## config.mk

```make
export PLATFORM = sky130hd
export DESIGN_NAME = key_conditioner
export DESIGN_NICKNAME = d
export VERILOG_FILES = /design/src/rtl/key_conditioner.sv
export SDC_FILE = /design/constraint.sdc
export NUM_CORES = 1
export LEC_CHECK = 0
export ABC_AREA = 1
export CAP_MARGIN = 20
export CORE_MARGIN = 2
export CORE_UTILIZATION = 30
export DETAILED_ROUTE_END_ITERATION = 6
export SLEW_MARGIN = 20
export SYNTH_ARGS = -nofsm -noshare
export SYNTH_HDL_FRONTEND = slang
export SYNTH_SLANG_ARGS = --single-unit
```

## constraint.sdc

```tcl
create_clock -name CLOCK_50 -period 2.2 [get_ports CLOCK_50]
set_clock_uncertainty 0.15 [all_clocks]
set_input_delay 0.44 -clock CLOCK_50 [delete_from_list [all_inputs] [get_ports CLOCK_50]]
set_output_delay 0.44 -clock CLOCK_50 [all_outputs]
set_load 0.02 [all_outputs]
```

## src/rtl/key_conditioner.sv

```systemverilog
// Input conditioning for the lab counter: synchronizes and debounces the
// active-low KEY buttons, synchronizes the SW switches, and generates a count-enable tick.
module key_conditioner #(
    parameter int unsigned NUM_KEYS        = 4,
    parameter int unsigned SW_WIDTH        = 10,
    parameter int unsigned DEBOUNCE_CYCLES = 500000,
    parameter int unsigned TICK_DIV        = 25000000
) (
    input  logic                CLOCK_50,
    input  logic                reset_n,
    input  logic [NUM_KEYS-1:0] key_n_raw,
    input  logic [SW_WIDTH-1:0] sw_raw,
    output logic [NUM_KEYS-1:0] key_level,
    output logic [NUM_KEYS-1:0] key_press,
    output logic [NUM_KEYS-1:0] key_release,
    output logic [SW_WIDTH-1:0] sw_sync,
    output logic                tick
);

    localparam int unsigned CNT_W  = $clog2(DEBOUNCE_CYCLES + 1);
    localparam int unsigned TICK_W = (TICK_DIV > 1) ? $clog2(TICK_DIV) : 1;
    localparam logic [CNT_W-1:0]  DB_LAST   = CNT_W'(DEBOUNCE_CYCLES);
    localparam logic [TICK_W-1:0] TICK_LAST = TICK_W'(TICK_DIV - 1);

    typedef enum logic [1:0] {
        STABLE_UP,
        WAIT_DOWN,
        STABLE_DOWN,
        WAIT_UP
    } db_state_e;

    logic [NUM_KEYS-1:0] key_meta_q;
    logic [NUM_KEYS-1:0] key_sync_q;
    logic [SW_WIDTH-1:0] sw_meta_q;
    logic [SW_WIDTH-1:0] sw_sync_q;
    logic [TICK_W-1:0]   tick_cnt_q;
    logic                tick_q;

    // Two-flop synchronizers; keys idle released (high) out of reset.
    always_ff @(posedge CLOCK_50 or negedge reset_n) begin
        if (!reset_n) begin
            key_meta_q <= '1;
            key_sync_q <= '1;
            sw_meta_q  <= '0;
            sw_sync_q  <= '0;
        end else begin
            key_meta_q <= key_n_raw;
            key_sync_q <= key_meta_q;
            sw_meta_q  <= sw_raw;
            sw_sync_q  <= sw_meta_q;
        end
    end

    for (genvar i = 0; i < NUM_KEYS; i++) begin : g_key
        db_state_e        state_q;
        logic [CNT_W-1:0] cnt_q;
        logic             level_q;
        logic             press_q;
        logic             release_q;
        logic             s;

        assign s = ~key_sync_q[i];

        // Per-key debounce: a level change is accepted only after the counter
        // reaches its terminal count with the sample held the whole time.
        always_ff @(posedge CLOCK_50 or negedge reset_n) begin
            if (!reset_n) begin
                state_q   <= STABLE_UP;
                cnt_q     <= '0;
                level_q   <= 1'b0;
                press_q   <= 1'b0;
                release_q <= 1'b0;
            end else begin
                press_q   <= 1'b0;
                release_q <= 1'b0;
                case (state_q)
                    STABLE_UP: begin
                        if (s) begin
                            state_q <= WAIT_DOWN;
                            cnt_q   <= CNT_W'(1);
                        end else begin
                            cnt_q   <= '0;
                        end
                    end
                    WAIT_DOWN: begin
                        if (!s) begin
                            state_q <= STABLE_UP;
                            cnt_q   <= '0;
                        end else if (cnt_q == DB_LAST) begin
                            state_q <= STABLE_DOWN;
                            cnt_q   <= '0;
                            level_q <= 1'b1;
                            press_q <= 1'b1;
                        end else begin
                            cnt_q   <= cnt_q + CNT_W'(1);
                        end
                    end
                    STABLE_DOWN: begin
                        if (!s) begin
                            state_q <= WAIT_UP;
                            cnt_q   <= CNT_W'(1);
                        end else begin
                            cnt_q   <= '0;
                        end
                    end
                    WAIT_UP: begin
                        if (s) begin
                            state_q <= STABLE_DOWN;
                            cnt_q   <= '0;
                        end else if (cnt_q == DB_LAST) begin
                            state_q   <= STABLE_UP;
                            cnt_q     <= '0;
                            level_q   <= 1'b0;
                            release_q <= 1'b1;
                        end else begin
                            cnt_q     <= cnt_q + CNT_W'(1);
                        end
                    end
                    default: begin
                        state_q <= STABLE_UP;
                        cnt_q   <= '0;
                    end
                endcase
            end
        end

        assign key_level[i]   = level_q;
        assign key_press[i]   = press_q;
        assign key_release[i] = release_q;
    end

    // Free-running divider; tick is high the cycle after the terminal count.
    always_ff @(posedge CLOCK_50 or negedge reset_n) begin
        if (!reset_n) begin
            tick_cnt_q <= '0;
            tick_q     <= 1'b0;
        end else if (tick_cnt_q == TICK_LAST) begin
            tick_cnt_q <= '0;
            tick_q     <= 1'b1;
        end else begin
            tick_cnt_q <= tick_cnt_q + TICK_W'(1);
            tick_q     <= 1'b0;
        end
    end

    assign sw_sync = sw_sync_q;
    assign tick    = tick_q;

endmodule

```

==> metrics.md <==
| Metric | Value |
|---|---|
| Wirelength per Cell | `approximately 11 um` |
| Number of synthesized flops with an enable pin | `0` |
| Fillers | `2491` |
| Total GRT Usage | `0.122` |
| Leak Pwr | `3.80 nW` |
| Post-route ant nets | `0` |
| Initial DRC Count | `around 320` |
| Grt ovf | `0` |
| Mapped Cells | `918` |
| Final Cycle Share | `0.919` |
| YS warnings | `0` |
| Die ar. | `26300 sq um` |
| Number of inserted diodes | `0` |
| Placer Congestion | `0.836` |
| Vias in the first global route | `5640` |
| H-tree depth | `4` |
| Critical path class | `register to output port` |
| Clock-pin slew on the worst setup and hold paths | `0.07 ns` |
| Register area share after synthesis | `0.501` |
| Hold path depth | `0` |
| Final Cell Area | `slightly below 9000 sq um` |
| GR Layer Usage met1 | `0.165` |
| FP Rows | `57` |
| Setup violators final | `0` |
| Placed insts | `1268` |
| Post-DP Area | `8240 sq um` |
| CTS tree | `built` |
| Cell at the slowest stage of the critical path | `clkdlybuf4s50_1` |
| Post-DP HPWL | `approximately 11000 um` |
| VDD IR-drop max | `between 400 and 500 uV` |
| Req. time, crit path | `1.61 ns` |
| NumNets Final | `between 900 and 1000` |
| Worst Path Max Fanout | `1` |
| Slew headroom | `0.719` |
| Fin. max-slew vios | `0` |
| Post-synth top area share | `0.473` |
| Worst r2r src | `g_key[0].cnt_q[0]$_DFF_PN0_` |
| CTS buffer count | `17` |
| Layer with the highest usage | `met2` |
| Hold WS | `0.198 ns` |
| Minimum period implied by the final worst setup slack | `2.02 ns` |
| Die H | `162 um` |
| Input/output buffers | `38` |
| Crit path cell chain | `clkdlybuf4s50_1` |
| Area contributors post-synth | `dfrtp_1, nand2_1, nor2_1` |
| FF+latch count, synth | `150` |
| Initial core utilization | `0.307` |
| Post_cts resized | `0` |
| Unrepaired setup endpoints after global routing | `no` |
| Pre-Repair DR Iteration Count | `5` |
| Remaining DRCs | `0` |
| GR Util met3 | `0.0345` |
| CTS Sinks | `150` |
| Final WL | `14900 um` |
| Hold_sp | `sw_meta_q[5]$_DFF_PN0_` |
| Die Wd | `around 160 um` |
| Buffers & Inverters on Critical Path | `1` |
| Worst hold endpoint | `sw_sync[5]$_DFF_PN0_` |
| CP max stage delay | `0.62 ns` |
| Highest clock rate | `495 MHz` |
| Core Region | `24500 sq um` |
| Status | `complete, no violations` |
| Initial antenna violation count | `0` |
| Ratio of cells with drive above 1 in the final layout | `0.0870` |
| Avg Inst Size Synth | `8.19 sq um` |
| Setup crit end kind | `output port` |
| First-pass GRT wire length | `26000 um` |
| CP Launch Type | `register` |
| Mapped Nets | `roughly 940` |
| Power Density | `roughly 700 nW/um^2` |
| Main flop type after synthesis | `dfrtp_1` |
| Endpoint of the worst-slack reg-to-reg timing path | `g_key[0].cnt_q[6]$_DFF_PN0_` |
| Maxcap violations | `0` |
| Slew @ Worst Pin | `0.421 ns` |
| Longest Clk Path Bufs | `2` |
| Via count | `about 5800` |
| Setup TNS | `0 ns` |
| R2R Setup Slk | `between 0.3 and 0.4 ns` |
| WP data arrival | `1.43 ns` |
| CTS root buf | `clkbuf_16` |
| Via density per instance | `4.42` |
| Largest net degree at the start of global routing | `47` |
| FFs w/ async S/R, synth | `1.00` |
| Met2 Resource Use GR | `0.193` |
| Insertion delay to the later sink of the worst-skew pair | `0.43 ns` |
| Final hold vios | `0` |
| Hold crit path type | `register to register` |
| Post-Layout Cell Count | `between 1000 and 1500` |
| Final core occ | `0.362` |
| Worst Reg2Reg Path Length in Cells | `10` |
| Largest area contributor in the synthesized netlist | `dfrtp_1` |
| Number of top-level pins | `39` |
| Crit-path leading delay family | `buffers and inverters` |
| Synth cell types | `35` |
| Area Growth Syn to Fin | `17.9%` |
| Synth Cell Area | `7510 sq um` |
[power by group]
part           switching (mW)  total, mW  internal [mW]
Clock                    1.31       2.94           1.63
Combinational           0.284      0.441          0.158
Sequential             0.0728       2.92           2.84
[timing repair]
| item | CTS | global route |
|---|---|---|
| hold endpoints to repair | 33 | 0 |
| hold buffers | 1 | 0 |
| setup buffers | 0 | 0 |
[layout make-up]
| type | instances | area (sq um) | area share |
|---|---|---|---|
| clock inverters | 15 | 179 | 0.0202 |
| multi-input cells | 624 | 3150 | 0.355 |
| repair buffers | 46 | 469 | 0.0530 |
| inverters | 125 | 469 | 0.0530 |
| well taps | 324 | 405 | 0.0458 |
| flip-flops and latches | 150 | 3760 | 0.425 |
| clock buffers | 17 | 425 | 0.0480 |
[cells by family (layout without fill, tap and decap cells)]
family,Yosys count,in the layout,synth area share
compound gates,42,42,0.0310
xor+xnor,52,52,0.0606
fa+ha+maj,9,9,0.0150
buf+inv,144,203,0.0806
flops,150,150,0.501
simple gates,521,521,0.312
[sequential cells by signal (all words and copies together), names as in the netlist, 10 cells and up, named ones only]
| register | flops |
|---|---|
| sw_sync | 10 |
| g_key.cnt_q | 76 |
| tick_cnt_q | 25 |
| sw_meta_q | 10 |
[routing by layer]
| layer | vias up | routed length [um] |
|---|---|---|
| met4 | 0 | 113 |
| met2 | 95 | 6800 |
| met5 | - | 0 |
| met3 | 9 | 576 |
| li1 | 2965 | - |
| met1 | 2681 | 7360 |
[how the worst max path moves through the flow]
stage / startpoint / end / cells after the start
2_1_floorplan: tick_cnt_q[0]$_DFF_PN0_ / tick_cnt_q[20]$_DFF_PN0_ / 7
3_3_place_gp: g_key[0].cnt_q[0]$_DFF_PN0_ / g_key[0].cnt_q[6]$_DFF_PN0_ / 10
3_5_place_dp: g_key[0].cnt_q[0]$_DFF_PN0_ / g_key[0].cnt_q[6]$_DFF_PN0_ / 10
4_1_cts: sw_sync[4]$_DFF_PN0_ / sw_sync[4] / 1
5_1_grt: sw_sync[4]$_DFF_PN0_ / sw_sync[4] / 1
6_report: sw_sync[4]$_DFF_PN0_ / sw_sync[4] / 1
[cell usage after synthesis (all sizes together) (2+ instances only)]
| cell | count |
|---|---|
| nand2 | 195 |
| nor2 | 189 |
| dfrtp | 142 |
| inv | 125 |
| nand3 | 61 |
| xor2 | 39 |
| nor3 | 32 |
| nand4 | 30 |
| o21ai | 20 |
| buf | 19 |
| a21oi | 17 |
| xnor2 | 13 |
| ha | 9 |
| dfstp | 8 |
| nor4 | 6 |
| nor3b | 4 |
| a31oi | 2 |
| or2 | 2 |
[layout by cell type, fill, tap and decap left out, types with 6 or more instances in the layout]
cell type        instances
xor2_1                  39
clkbuf_16               17
dfrtp_1                142
nand4_1                 29
ha_1                     9
dfstp_2                  8
nor3_1                  26
clkdlybuf4s50_1         37
a21oi_1                 17
xnor2_1                 13
nor2_2                  10
nor2_1                 173
inv_1                  123
nand2_2                  7
o21ai_0                 19
nor2_4                   6
nor3_2                   6
nand3_1                 59
nand2_1                187
[per-stage QoR]
step                      worst slack (ns)  total power [mW]
after floorplan                      0.564              3.23
after global placement               0.347              3.41
after detailed placement             0.323              3.42
after CTS                            0.139              6.43
after global routing                 0.121              6.63
final                                0.179              6.30
Note: power is estimated with default switching activity, not from simulation.
